$ cat src/rtl/pwm_timer_pkg.sv
// Shared constants for the multi-channel PWM/timer block: register
// offsets inside a channel window, CTRL bit positions and the channel stride.
package pwm_timer_pkg;

  // Byte distance between two consecutive channel register windows
  localparam int unsigned CH_STRIDE = 8;

  // Byte offsets of the registers inside one channel window
  localparam logic [2:0] OFF_CTRL     = 3'd0;
  localparam logic [2:0] OFF_PRESCALE = 3'd2;
  localparam logic [2:0] OFF_PERIOD   = 3'd4;
  localparam logic [2:0] OFF_DUTY     = 3'd6;

  // CTRL bit positions; everything above CTRL_POL reads back as zero
  localparam int CTRL_EN   = 0;
  localparam int CTRL_MODE = 1;
  localparam int CTRL_CONT = 2;
  localparam int CTRL_IE   = 3;
  localparam int CTRL_POL  = 4;
  localparam int CTRL_W    = 5;

  typedef enum logic [1:0] {
    REG_CTRL     = 2'd0,
    REG_PRESCALE = 2'd1,
    REG_PERIOD   = 2'd2,
    REG_DUTY     = 2'd3
  } reg_sel_e;

  typedef enum logic {
    MODE_TIMER = 1'b0,
    MODE_PWM   = 1'b1
  } mode_e;

  // Map an aligned in-window byte offset to the register it addresses
  function automatic reg_sel_e offset_to_reg(input logic [2:0] off);
    reg_sel_e sel;
    case (off)
      OFF_PRESCALE: sel = REG_PRESCALE;
      OFF_PERIOD:   sel = REG_PERIOD;
      OFF_DUTY:     sel = REG_DUTY;
      default:      sel = REG_CTRL;
    endcase
    return sel;
  endfunction

endpackage

$ cat src/rtl/pwm_multi_timer_if.sv
// Wishbone classic slave bus bundle used by pwm_multi_timer.
interface pwm_multi_timer_if;
  logic        cyc;
  logic        stb;
  logic        we;
  logic [15:0] adr;
  logic [15:0] wr_data;
  logic [15:0] rd_data;
  logic        ack;

  modport master (
    output cyc, stb, we, adr, wr_data,
    input  rd_data, ack
  );

  modport slave (
    input  cyc, stb, we, adr, wr_data,
    output rd_data, ack
  );
endinterface

$ cat src/rtl/pwm_channel.sv
// One PWM/timer channel: control and prescale registers, shadowed
// period/duty, prescaler, main counter, registered output and irq pulse.
module pwm_channel
  import pwm_timer_pkg::*;
#(
  parameter int CW = 16
) (
  input  logic              clk,
  input  logic              rst,
  input  logic              ctrl_we,
  input  logic              prescale_we,
  input  logic              period_we,
  input  logic              duty_we,
  input  logic [15:0]       wr_data,
  output logic [CTRL_W-1:0] ctrl,
  output logic [CW-1:0]     prescale,
  output logic [CW-1:0]     period_shadow,
  output logic [CW-1:0]     duty_shadow,
  output logic              pwm,
  output logic              irq_pulse
);

  logic [CW-1:0] pre_cnt;
  logic [CW-1:0] cnt;
  logic [CW-1:0] period_act;
  logic [CW-1:0] duty_act;

  logic  en;
  logic  cont;
  logic  pol;
  mode_e mode;

  logic mode_restart;
  logic tick;
  logic pwm_wrap;
  logic timer_expire;
  logic load_active;
  logic raw;

  assign en   = ctrl[CTRL_EN];
  assign cont = ctrl[CTRL_CONT];
  assign pol  = ctrl[CTRL_POL];
  assign mode = mode_e'(ctrl[CTRL_MODE]);

  // Tick, wrap/expiry detection, raw waveform and interrupt pulse
  always_comb begin
    mode_restart = ctrl_we && en && (wr_data[CTRL_MODE] != ctrl[CTRL_MODE]);
    tick         = en && (pre_cnt >= prescale);
    pwm_wrap     = 1'b0;
    timer_expire = 1'b0;
    raw          = 1'b0;
    if (mode == MODE_PWM) begin
      pwm_wrap = tick && ((period_act == '0) ||
                 (({1'b0, cnt} + (CW+1)'(1)) >= {1'b0, period_act}));
      raw      = en && (period_act != '0) && (cnt < duty_act);
    end else begin
      timer_expire = tick && (cnt >= period_act);
      raw          = timer_expire;
    end
    load_active = !en || pwm_wrap || timer_expire;
    irq_pulse   = timer_expire || (pwm_wrap && (period_act != '0));
  end

  // Control register; a bus write beats the one-shot auto-disable
  always_ff @(posedge clk) begin
    if (rst) begin
      ctrl <= '0;
    end else if (ctrl_we) begin
      ctrl <= wr_data[CTRL_W-1:0];
    end else if (timer_expire && !cont) begin
      ctrl[CTRL_EN] <= 1'b0;
    end
  end

  // Bus-visible prescale value and period/duty shadows
  always_ff @(posedge clk) begin
    if (rst) begin
      prescale      <= '0;
      period_shadow <= '0;
      duty_shadow   <= '0;
    end else begin
      if (prescale_we) prescale      <= wr_data[CW-1:0];
      if (period_we)   period_shadow <= wr_data[CW-1:0];
      if (duty_we)     duty_shadow   <= wr_data[CW-1:0];
    end
  end

  // Active period/duty follow the shadows while idle or at a counter wrap
  always_ff @(posedge clk) begin
    if (rst) begin
      period_act <= '0;
      duty_act   <= '0;
    end else if (load_active) begin
      period_act <= period_shadow;
      duty_act   <= duty_shadow;
    end
  end

  // Prescaler and main counter, held at zero while disabled or on mode change
  always_ff @(posedge clk) begin
    if (rst) begin
      pre_cnt <= '0;
      cnt     <= '0;
    end else if (!en || mode_restart) begin
      pre_cnt <= '0;
      cnt     <= '0;
    end else begin
      pre_cnt <= tick ? '0 : pre_cnt + CW'(1);
      if (tick) begin
        if (pwm_wrap || timer_expire) cnt <= '0;
        else                          cnt <= cnt + CW'(1);
      end
    end
  end

  // Registered output with optional polarity inversion
  always_ff @(posedge clk) begin
    if (rst) pwm <= 1'b0;
    else     pwm <= raw ^ pol;
  end

endmodule

$ cat src/rtl/pwm_multi_timer.sv
// Multi-channel PWM/timer: Wishbone decode, IRQ status register and read mux
// around N_CH pwm_channel instances.
module pwm_multi_timer
  import pwm_timer_pkg::*;
#(
  parameter int          N_CH     = 4,
  parameter int          CW       = 16,
  parameter logic [15:0] BASE_ADR = 16'h0000
) (
  input  logic               i_clk,
  input  logic               i_rst,
  pwm_multi_timer_if.slave   wb,
  output logic [N_CH-1:0]    o_pwm,
  output logic               o_irq
);

  localparam logic [15:0] IRQ_OFF = 16'(CH_STRIDE * N_CH);

  logic [15:0]     offset;
  logic            req;
  logic            wr_req;
  logic [2:0]      ch_idx;
  logic            sel_valid;
  logic            sel_irq;
  reg_sel_e        sel_reg;
  logic [15:0]     rd_mux;
  logic [N_CH-1:0] w1c;

  logic [N_CH-1:0] irq_stat;
  logic [N_CH-1:0] ch_hit;
  logic [N_CH-1:0] ch_irq;
  logic [N_CH-1:0] ch_ie;

  logic [CTRL_W-1:0] ch_ctrl     [N_CH];
  logic [CW-1:0]     ch_prescale [N_CH];
  logic [CW-1:0]     ch_period   [N_CH];
  logic [CW-1:0]     ch_duty     [N_CH];

  // Address decode relative to the base; odd addresses are treated as unmapped
  always_comb begin
    offset    = wb.adr - BASE_ADR;
    req       = wb.cyc && wb.stb && !wb.ack;
    wr_req    = req && wb.we;
    ch_idx    = offset[5:3];
    sel_irq   = (offset == IRQ_OFF);
    sel_valid = (offset < IRQ_OFF) && !offset[0];
    sel_reg   = offset_to_reg(offset[2:0]);
    w1c       = (wr_req && sel_irq) ? wb.wr_data[N_CH-1:0] : '0;
  end

  for (genvar g = 0; g < N_CH; g++) begin : g_ch
    assign ch_hit[g] = wr_req && sel_valid && (ch_idx == 3'(g));
    assign ch_ie[g]  = ch_ctrl[g][CTRL_IE];

    pwm_channel #(.CW(CW)) u_channel (
      .clk           (i_clk),
      .rst           (i_rst),
      .ctrl_we       (ch_hit[g] && (sel_reg == REG_CTRL)),
      .prescale_we   (ch_hit[g] && (sel_reg == REG_PRESCALE)),
      .period_we     (ch_hit[g] && (sel_reg == REG_PERIOD)),
      .duty_we       (ch_hit[g] && (sel_reg == REG_DUTY)),
      .wr_data       (wb.wr_data),
      .ctrl          (ch_ctrl[g]),
      .prescale      (ch_prescale[g]),
      .period_shadow (ch_period[g]),
      .duty_shadow   (ch_duty[g]),
      .pwm           (o_pwm[g]),
      .irq_pulse     (ch_irq[g])
    );
  end

  // Read data selection; anything unmapped reads as zero
  always_comb begin
    rd_mux = '0;
    if (sel_irq) begin
      rd_mux = 16'(irq_stat);
    end else if (sel_valid) begin
      for (int i = 0; i < N_CH; i++) begin
        if (ch_idx == 3'(i)) begin
          case (sel_reg)
            REG_CTRL:     rd_mux = 16'(ch_ctrl[i]);
            REG_PRESCALE: rd_mux = 16'(ch_prescale[i]);
            REG_PERIOD:   rd_mux = 16'(ch_period[i]);
            REG_DUTY:     rd_mux = 16'(ch_duty[i]);
            default:      rd_mux = '0;
          endcase
        end
      end
    end
  end

  // Single-cycle acknowledge with registered read data; reset drops the cycle
  always_ff @(posedge i_clk) begin
    if (i_rst) begin
      wb.ack     <= 1'b0;
      wb.rd_data <= '0;
    end else begin
      wb.ack     <= req;
      wb.rd_data <= (req && !wb.we) ? rd_mux : '0;
    end
  end

  // Sticky interrupt status; a hardware set beats a same-cycle clear
  always_ff @(posedge i_clk) begin
    if (i_rst) irq_stat <= '0;
    else       irq_stat <= (irq_stat & ~w1c) | ch_irq;
  end

  assign o_irq = |(irq_stat & ch_ie);

endmodule

$ cat src/flat_wrapper.sv
// flat-port wrapper written by rule: the top's interface ports become plain ports
module pwm_multi_timer_flat import pwm_timer_pkg::*;
#(
  parameter int          N_CH     = 4,
  parameter int          CW       = 16,
  parameter logic [15:0] BASE_ADR = 16'h0000
)
  (i_clk, i_rst, o_pwm, o_irq, wb_cyc, wb_stb, wb_we, wb_adr, wb_wr_data, wb_rd_data, wb_ack);
  pwm_multi_timer_if wb_i ();
  input  logic i_clk;
  input  logic i_rst;
  output logic [N_CH-1:0] o_pwm;
  output logic o_irq;
  input wire logic [$bits(wb_i.cyc)-1:0] wb_cyc;
  input wire logic [$bits(wb_i.stb)-1:0] wb_stb;
  input wire logic [$bits(wb_i.we)-1:0] wb_we;
  input wire logic [$bits(wb_i.adr)-1:0] wb_adr;
  input wire logic [$bits(wb_i.wr_data)-1:0] wb_wr_data;
  output wire logic [$bits(wb_i.rd_data)-1:0] wb_rd_data;
  output wire logic [$bits(wb_i.ack)-1:0] wb_ack;
  assign wb_i.cyc = wb_cyc;
  assign wb_i.stb = wb_stb;
  assign wb_i.we = wb_we;
  assign wb_i.adr = wb_adr;
  assign wb_i.wr_data = wb_wr_data;
  assign wb_rd_data = wb_i.rd_data;
  assign wb_ack = wb_i.ack;
  pwm_multi_timer #(.N_CH(N_CH), .CW(CW), .BASE_ADR(BASE_ADR)) u_core (.i_clk(i_clk), .i_rst(i_rst), .wb(wb_i), .o_pwm(o_pwm), .o_irq(o_irq));
endmodule
$ cat config.mk
export PLATFORM = sky130hd
export DESIGN_NAME = pwm_multi_timer_flat
export DESIGN_NICKNAME = d
export VERILOG_FILES = /design/src/rtl/pwm_timer_pkg.sv /design/src/rtl/pwm_multi_timer_if.sv /design/src/rtl/pwm_channel.sv /design/src/rtl/pwm_multi_timer.sv /design/src/flat_wrapper.sv
export SDC_FILE = /design/constraint.sdc
export NUM_CORES = 1
export LEC_CHECK = 0
export ABC_AREA = 1
export CORE_UTILIZATION = 44
export DETAILED_ROUTE_END_ITERATION = 12
export PLACE_DENSITY = 0.57
export SETUP_SLACK_MARGIN = 0.3
export SYNTH_ARGS = -nofsm -noshare
export SYNTH_HDL_FRONTEND = slang
export SYNTH_SLANG_ARGS = --single-unit
$ cat constraint.sdc
create_clock -name i_clk -period 7.2 [get_ports i_clk]
set_clock_uncertainty 0.1 [all_clocks]
set_input_delay 0.72 -clock i_clk [delete_from_list [all_inputs] [get_ports i_clk]]
set_output_delay 0.72 -clock i_clk [all_outputs]
set_load 0.05 [all_outputs]
* Yosys cells after proc, flatten, opt, wreduce, memory -nomap -nowiden
Cells that the tools add are included.
Storage, ports and cells: output and inout bits 22, bits of input ports 37, flip-flop bits (word level) 493, logic and storage cells 256
Cells by class: magnitude comparators 17, equal/unequal tests 14, multiplexer cells 36, bitwise operators 10, reductions and logical operators 123, $add $sub $neg 12
Operators by type and width (count):
- $pmux 16 s4 | 4
- $add 16x1->16 const B | 8
- $ge 16x16->1 | 8
- $mux 16 | 8
- $add 16x1->17 const B | 4
- $ge 17x16->1 | 4
- $logic_not 16->1 | 4
- $lt 16x16->1 | 4
- $reduce_bool 16->1 | 4
- $logic_and 1x1->1 | 63
- $logic_or 1x1->1 | 24
- $mux 1 | 20
- $eq 16x6->1 const B | 1
- $lt 16x6->1 const B | 1
- $mux 4 | 3
- $reduce_or 3->1 | 4
- $logic_not 1->1 | 11
- $reduce_or 2->1 | 5
- $eq 3x2->1 const B | 3
- $and 4x4->4 | 2
- $reduce_bool 2->1 | 4
- $reduce_or 4->1 | 2
- $eq 3x3->1 const B | 2
- $pmux 2 s3 | 1
- 10 further kinds | 18

* Logic depth before layout (Yosys ltp)
Gate-level depths: netlist of run 1.
word-level depth 10, depth in mapped cells 25, mapped depth without buffers 24

* By module
Synthesis of run 1 repeated with hierarchy kept, for this count alone.
Second synthesis, totals: cells, all modules 4150, area, all modules 28741.3 µm²
By module, submodules not included:
- pwm_channel at u_core.g_ch[0].u_channel ... | instances 3, cells an instance 899, sequential area each 2362.3 µm², area each 6510.0 µm²
- pwm_channel at u_core.g_ch[2].u_channel | instances 1, cells an instance 904, sequential area each 2362.3 µm², area each 6537.5 µm²
- pwm_multi_timer | instances 1, cells an instance 549, sequential area each 420.4 µm², area each 2673.8 µm²

* Worst setup path after synthesis of run 1
No wires, ideal clock.
path type flip-flop to flip-flop, start point register u_core.g_ch[0].u_channel.cnt[1], end point register u_core.g_ch[0].u_channel.cnt[10], path buffers 1, arrival time 2.875 ns, setup slack 4.155 ns, data required time 7.030 ns, library setup time 0.070 ns, stages on the path, launching flop included 19, period minus slack after synthesis 3.045 ns, cells stage by stage dfxtp_1 > ha_1 > nand2_1 > nor2_2 > nand3_1 > nor2_2 > nand3_1 > nor3_1 > xor2_1 > ha_1 > a21o_1 > a21oi_1 > nand2_1 > nor2_1 > nand3_2 > nand2_4 > clkbuf_1 > nand4_1 > a21oi_1
On the way: word-level cells in the longest chain between the ends 7, elaborated cells between the ends (all ways) 11, classes of those cells add/sub: 2; order compare: 2; mux: 3; reduce/logical: 4
Ends and longest elaborated chain:
- start: declaration | RTL line pwm_channel.sv:24 | logic [CW-1:0] cnt;
- start signal: assignment | RTL line pwm_channel.sv:111 | else cnt <= cnt + CW'(1);
- $add 16x1->17 | RTL line pwm_channel.sv:54 | (({1'b0, cnt} + (CW+1)'(1)) >= {1'b0, period_act}));
- $ge 17x16->1 | RTL line pwm_channel.sv:54
- $logic_or 1x1->1 | RTL line pwm_channel.sv:53 | pwm_wrap = tick && ((period_act == '0) ||
- $logic_and 1x1->1 | RTL line pwm_channel.sv:53
- $mux 1 | RTL line pwm_channel.sv:52 | if (mode == MODE_PWM) begin
- $logic_or 1x1->1 | RTL line pwm_channel.sv:110 | if (pwm_wrap || timer_expire) cnt <= '0;
- $mux 16 (*) | RTL line pwm_channel.sv:110
Mark *: on every way between the ends. The rest lies on a longest branch, timed or not. A chain may end at the register's enable or synchronous reset.

* Final worst setup path of run 1
start point register u_core.g_ch[2].u_channel.cnt[2], end point register u_core.g_ch[2].u_channel.period_act[3]
On the way: word-level cells in the longest chain between the ends 7, elaborated cells between the ends (all ways) 10, classes of those cells add/sub: 1; order compare: 2; mux: 2; reduce/logical: 5
Ends and longest elaborated chain:
- start: declaration | RTL line pwm_channel.sv:24
- start signal: assignment | RTL line pwm_channel.sv:111
- $add 16x1->17 | RTL line pwm_channel.sv:54
- $ge 17x16->1 | RTL line pwm_channel.sv:54
- $logic_or 1x1->1 | RTL line pwm_channel.sv:53
- $logic_and 1x1->1 | RTL line pwm_channel.sv:53
- $mux 1 | RTL line pwm_channel.sv:52
- $logic_or 1x1->1 | RTL line pwm_channel.sv:60 | load_active = !en || pwm_wrap || timer_expire;
- $logic_or 1x1->1 (*) | RTL line pwm_channel.sv:60
- end signal: assignment | RTL line pwm_channel.sv:94 | period_act <= period_shadow;
- end: declaration | RTL line pwm_channel.sv:25 | logic [CW-1:0] period_act;
Marked as above.

==> impl_metrics.yaml, run 1 <==
synth:
  synthTopCellsByArea: "dfxtp_1 (35%), ha_1 (12%), nand2_1 (9.1%)"
  syn_inst: 3990
  syn-num-nets: 4287
  synth_area_um2: 28200
  yosys.area.top_type: "dfxtp_1"
  synth.distinct_cells: 56
  synth_top_cell_area_share: 0.350
  synth_edf_count: 0
  async_reset_ff_frac: 0
  avgSynthCellArea_um2: 7.06
  synthFlopType: "dfxtp_1"
  ys_warn_count: 0
  ys_ff_latch: 493
  ys_seq_area_frac: 0.350
clock_network:
  hold_buffers: 0
  cts-buffers-inserted: 57
  root_buffer: "clkbuf_16"
  cts_buffer_depth: 3
  cts_tree: "built"
  path_clk_slew_ns: 0.06
  htree_levels: 2
  clock_latency_ns: 0.63
  ctsResizeCount: 0
  cts.sinks: 493
  cts_setup_buffers: 0
setup_path:
  critPathLaunchType: "flip-flop"
  crit_type: "reg -> reg"
  end_kind: "flip-flop"
  regToRegSetupSlack_ns: 2.67
  cp.required_ns: 7.66
  crit_end: "u_core.g_ch[2].u_channel.period_act[3]$_SDFFE_PP0P_"
  critPathArrivalTime_ns: 4.99
  crit_fanout: 49
  regToRegEndpoint: "u_core.g_ch[2].u_channel.period_act[3]$_SDFFE_PP0P_"
  worstReg2RegStart: "u_core.g_ch[2].u_channel.cnt[2]$_SDFFE_PP0P_"
  crit_start: "u_core.g_ch[2].u_channel.cnt[2]$_SDFFE_PP0P_"
  reg2reg_depth: 23
sta:
  setup_viol_count_final: 0
  worst_slew_pin_slew_ns: 1.11
  fin_crit_sh: 0.629
  finalHoldViolCount: 0
  worst_slack_ns: 2.67
  hold_slack_ns: 0.369
  drv_slew: 0
  fmax_mhz: 221
  min_period_ns: 4.53
  slew-limit-headroom: 0.257
  rsz0062_at_grt: "no"
  setup-tns-final_ns: 0
status:
  status: "finished, final reports clean"
floorplan:
  rows: 92
  die_area_um2: 65000
  ios: 59
  dieHeight_um: 255
  core_area_um2: 63200
  start_util: 0.446
  die_width_um: 255
power_and_ir_drop:
  power.leakage_nw: 13.4
  p_int_w: 0.00459
  p_seq_frac: 0.460
  pwr-share-clk: 0.509
  ir_drop_mv: 0.183
  swShare: 0.226
  p_switching_w: 0.00134
  powerDensity_nw_per_um2: 191
  p_comb_frac: 0.031
global_route:
  overflow: 0
  grt_pass1_wl_um: 131000
  grt_max_degree: 151
  antenna_found_initial: 3
  grt_pass1_vias: 23100
  grt_usage: 0.257
placed_design:
  gp_congestion: 0.965
  post-dp-hpwl_um: 59300
  placedInstanceArea_um2: 29100
  preCtsSetupSlack_ns: 2.68
  io_buffers: 58
routing:
  vias: 25000
  drt_iter0_markers: 1983
  wl_per_cell_um: 17.3
  route.detailed.drc: 0
  ant_nets: 0
  routed_wl_um: 83500
  drt-pass1-iter-count: 5
  vias_per_cell: 5.19
finish:
  syn_to_final_growth_pct: 10.1
  drive_gt1_frac: 0.0450
  final_cell_mix: "nand2_1 (684), inv_1 (617), dfxtp_1 (493)"
  nets: 4228
  final_area_um2: 31000
  diodes: 0
  final_common_cell: "nand2_1"
min_path:
  hold_class: "reg -> reg"
  hold_start: "u_core.g_ch[3].u_channel.pre_cnt[0]$_SDFF_PP0_"
run:
  maxCapViolCount: 0
[synthesized netlist by cell type (all sizes together) (53+ instances only)]
cell type / number
clkbuf: 131
nor3: 54
nand2: 697
xor2: 53
buf: 63
nand3: 115
dfxtp: 493
o21ai: 297
nand4: 158
ha: 260
inv: 623
a21oi: 454
nor2: 404
[per-stage QoR]
stage / cells / utilization / total power [W]
after detailed placement: 4718 / 0.460 / 0.00297
final: 4820 / 0.491 / 0.00593
after global placement: 4718 / 0.460 / 0.00297
after floorplan: 3990 / - / 0.00288
after CTS: 4820 / 0.491 / 0.00599
after global routing: 4820 / 0.491 / 0.00611
[state kept, by name, indices dropped and copies added, names as in the netlist]
register                             count
u_core.wb.rd_data                       16
u_core.g_ch.u_channel.duty_act          64
u_core.g_ch.u_channel.pre_cnt           64
u_core.g_ch.u_channel.prescale          64
u_core.g_ch.u_channel.pwm                4
u_core.g_ch.u_channel.period_act        64
u_core.g_ch.u_channel.cnt               64
u_core.g_ch.u_channel.period_shadow     64
u_core.g_ch.u_channel.ctrl              20
u_core.g_ch.u_channel.duty_shadow       64
u_core.wb.ack                            1
u_core.irq_stat                          4
[critical path: stages, from the launching register on]
cell      delay, ns
dfxtp_1        0.45
nand2_1        0.08
nor2_1         0.21
nand4_1        0.18
nor2_1         0.20
nand3_1        0.15
xor2_1         0.15
inv_1          0.07
ha_1           0.27
nand2_1        0.09
nor2_1         0.05
nand2_1        0.06
nand2_1        0.04
nor2_1         0.08
nand2_1        0.06
nand2_1        0.05
nand2_1        0.04
nand2_1        0.06
nand3_2        0.07
nand2_2        0.71
nand3_2        0.83
nand2_1        0.23
clkinv_1       0.09
nor2_1         0.10
[worst min path at each step]
stage,to,slack (ns),cells after the start
floorplan,u_core.g_ch[0].u_channel.pre_cnt[0]$_SDFF_PP0_,0.33,1
global placement,u_core.g_ch[1].u_channel.pre_cnt[0]$_SDFF_PP0_,0.35,1
detailed placement,u_core.g_ch[3].u_channel.pre_cnt[0]$_SDFF_PP0_,0.36,1
CTS,u_core.g_ch[3].u_channel.pre_cnt[0]$_SDFF_PP0_,0.37,1
global route,u_core.g_ch[3].u_channel.pre_cnt[0]$_SDFF_PP0_,0.39,1
finish,u_core.g_ch[3].u_channel.pre_cnt[0]$_SDFF_PP0_,0.37,1
[area by class of cell]
type	count	area [um^2]
Tap cell	846	1060
Clock buffer	83	1720
Timing Repair Buffer	76	728
Fill cell	6451	32200
Clock inverter	19	238
Sequential cell	493	9870
Multi-Input combinational cell	2673	15000
Inverter	630	2370
[power by group through the flow]
stage                     clock network [W]  registers (W)  logic (W)
final                               0.00302        0.00273   0.000182
after global routing                0.00319        0.00273   0.000195
after CTS                           0.00309        0.00273   0.000179
after detailed placement                  0        0.00279   0.000178
after global placement                    0        0.00279   0.000179
after floorplan                           0        0.00279  0.0000944
[routing by layer]
| metal | share of wire | up-vias | GRT usage |
|---|---|---|---|
| met5 | 0.000084 | - | 0 |
| met3 | 0.053 | 120 | 0.0351 |
| li1 | - | 13000 | - |
| met2 | 0.45 | 545 | 0.415 |
| met1 | 0.47 | 11400 | 0.355 |
| met4 | 0.025 | 2 | 0.0731 |
[logic make-up after synthesis]
logic type                 synth area share
and+or+nand+nor                       0.229
AOI/OAI and AO/OA                     0.167
xor gates and xnor gates             0.0215
DFF                                   0.350
adders and majority gates             0.116
buffers and inverters                 0.116
Power figures use the tool's default switching activity.
==> inputs of run 2 (changes only) <==
- clock period: 7.2 -> 4.74 ns (I/O delays scaled with it)
==> impl_metrics.yaml, run 2 (same netlist as run 1, synthesis figures left out) <==
routing:
  wl_per_cell_um: 17.5
  routed_wl_um: 84500
  route.detailed.drc: 0
  drt-pass1-iter-count: 6
  ant_nets: 0
  drt_iter0_markers: 2167
  vias_per_cell: 5.20
  vias: 25100
setup_path:
  slowest_delay_ns: 0.53
  cp.required_ns: 5.15
  crit_family: "simple AND/OR/NAND/NOR gates"
  critPathLaunchType: "flip-flop"
  critPathArrivalTime_ns: 4.38
  crit_chain: "ha_1 -> nand2_1 -> nor2_2 -> nand3_1 -> nor2_2 -> nand3_1 -> nor2_2 -> xor2_1 -> inv_1 -> ha_1 -> inv_1 -> nor3_1 -> nand3_1 -> nor4_1 -> nor2_1 -> nand3_2 -> nand2_4 -> nand3_2 -> nand2_1 -> nand2_1 -> nor2_1"
  end_kind: "flip-flop"
  crit_type: "reg -> reg"
  slowest_stage: "nand3_2"
  critical_path_buf_inv_count: 2
  crit_fanout: 32
placed_design:
  gp_congestion: 0.970
  dpl.cell_count: 4730
  io_buffers: 58
  post-dp-hpwl_um: 60200
floorplan:
  rows: 92
  ios: 59
  start_util: 0.446
  die_area_um2: 65000
  dieHeight_um: 255
  core_area_um2: 63200
  die_width_um: 255
finish:
  drive_gt1_frac: 0.0462
  final_common_cell: "nand2_1"
  nets: 4240
  final_cell_mix: "nand2_1 (684), inv_1 (617), dfxtp_1 (493)"
  diodes: 0
  multi_input_area_um2: 15000
  ff_latch_area_um2: 9870
  syn_to_final_growth_pct: 10.2
  fillerInstances: 6466
  instances_no_fill: 4831
global_route:
  overflow: 0
  grt_pass1_vias: 22900
  grt_pass1_wl_um: 132000
  grt_max_degree: 111
  grt_usage: 0.258
  antenna_found_initial: 6
sta:
  setup_viol_count_final: 0
  setup-tns-final_ns: 0
  drv_slew: 0
  slew-limit-headroom: 0.220
  min_period_ns: 3.97
  fmax_mhz: 252
  fin_crit_sh: 0.838
  rsz0062_at_grt: "no"
  worst_slew_pin_slew_ns: 1.17
  finalHoldViolCount: 0
clock_network:
  cts_setup_buffers: 0
  cts-buffers-inserted: 56
  path_clk_slew_ns: 0.06
  ctsResizeCount: 0
  cts_tree: "built"
  clock_latency_ns: 0.63
  htree_levels: 2
  root_buffer: "clkbuf_16"
  cts.sinks: 493
  cts_buffer_depth: 3
run:
  maxCapViolCount: 0
power_and_ir_drop:
  ir_drop_mv: 0.272
  power.leakage_nw: 13.4
  powerDensity_nw_per_um2: 285
status:
  status: "finished, final reports clean"
min_path:
  hold_class: "reg -> reg"
[run 2: layout make-up]
| type | instances | area share |
|---|---|---|
| clock buffers | 80 | 0.0520 |
| clock inverters | 20 | 0.00730 |
| inverters | 630 | 0.0765 |
| multi-input cells | 2674 | 0.484 |
| flip-flops and latches | 493 | 0.318 |
| well taps | 846 | 0.0341 |
| repair buffers | 88 | 0.0276 |
[run 2: worst paths after layout]
| kind | from | to | depth (start not counted) | slack [ns] |
|---|---|---|---|---|
| worst max register to register | u_core.g_ch[0].u_channel.cnt[1]$_SDFFE_PP0P_ | u_core.g_ch[0].u_channel.duty_act[0]$_SDFFE_PP0P_ | 21 | 0.77 |
| worst min register to register | u_core.g_ch[0].u_channel.pre_cnt[0]$_SDFF_PP0_ | u_core.g_ch[0].u_channel.pre_cnt[0]$_SDFF_PP0_ | 1 | 0.36 |
| worst max-delay path | u_core.g_ch[0].u_channel.cnt[1]$_SDFFE_PP0P_ | u_core.g_ch[0].u_channel.duty_act[0]$_SDFFE_PP0P_ | 21 | 0.77 |
| worst min-delay path | u_core.g_ch[0].u_channel.pre_cnt[0]$_SDFF_PP0_ | u_core.g_ch[0].u_channel.pre_cnt[0]$_SDFF_PP0_ | 1 | 0.36 |
[run 2: report_power, final]
part | total, W | leakage (nW) | internal, W | switching (W)
Combinational | 0.000287 | 8.52 | 0.0000758 | 0.000211
Clock | 0.00440 | 0.888 | 0.00257 | 0.00183
Sequential | 0.00414 | 3.97 | 0.00414 | 0.000000152
Total | 0.00883 | 13.4 | 0.00679 | 0.00204
[run 2: worst register-to-register path, stage by stage, from the launching register on]
cell,delay (ns)
dfxtp_1,0.41
ha_1,0.22
nand2_1,0.08
nor2_2,0.13
nand3_1,0.14
nor2_2,0.18
nand3_1,0.10
nor2_2,0.15
xor2_1,0.16
inv_1,0.08
ha_1,0.29
inv_1,0.05
nor3_1,0.29
nand3_1,0.11
nor4_1,0.24
nor2_1,0.10
nand3_2,0.11
nand2_4,0.16
nand3_2,0.53
nand2_1,0.10
nand2_1,0.08
nor2_1,0.04
[run 2: what timing repair did]
item                                   CTS  global route
endpoints found under the hold margin    0             0
setup endpoints to repair                0             1
hold buffers                             0             0
[run 2: metal layers]
| metal | vias up | global-route usage | routed length (um) |
|---|---|---|---|
| met4 | 6 | 0.0660 | 1910 |
| met3 | 118 | 0.0442 | 5050 |
| met5 | - | 0 | 40 |
| met1 | 11400 | 0.358 | 39800 |
| li1 | 13000 | - | - |
| met2 | 589 | 0.412 | 37700 |
[run 2: metrics by stage]
step / hold slack (ns) / total power (W) / cell area, um^2 / setup slack (ns) / utilization
after floorplan: 0.330 / 0.00438 / 28200 / 1.70 / -
after CTS: 0.368 / 0.00893 / 31000 / 0.774 / 0.491
after global routing: 0.375 / 0.00910 / 31000 / 0.393 / 0.491
after detailed placement: 0.352 / 0.00451 / 29200 / 0.808 / 0.462
final: 0.364 / 0.00883 / 31000 / 0.767 / 0.491
after global placement: 0.341 / 0.00451 / 29200 / 0.873 / 0.462
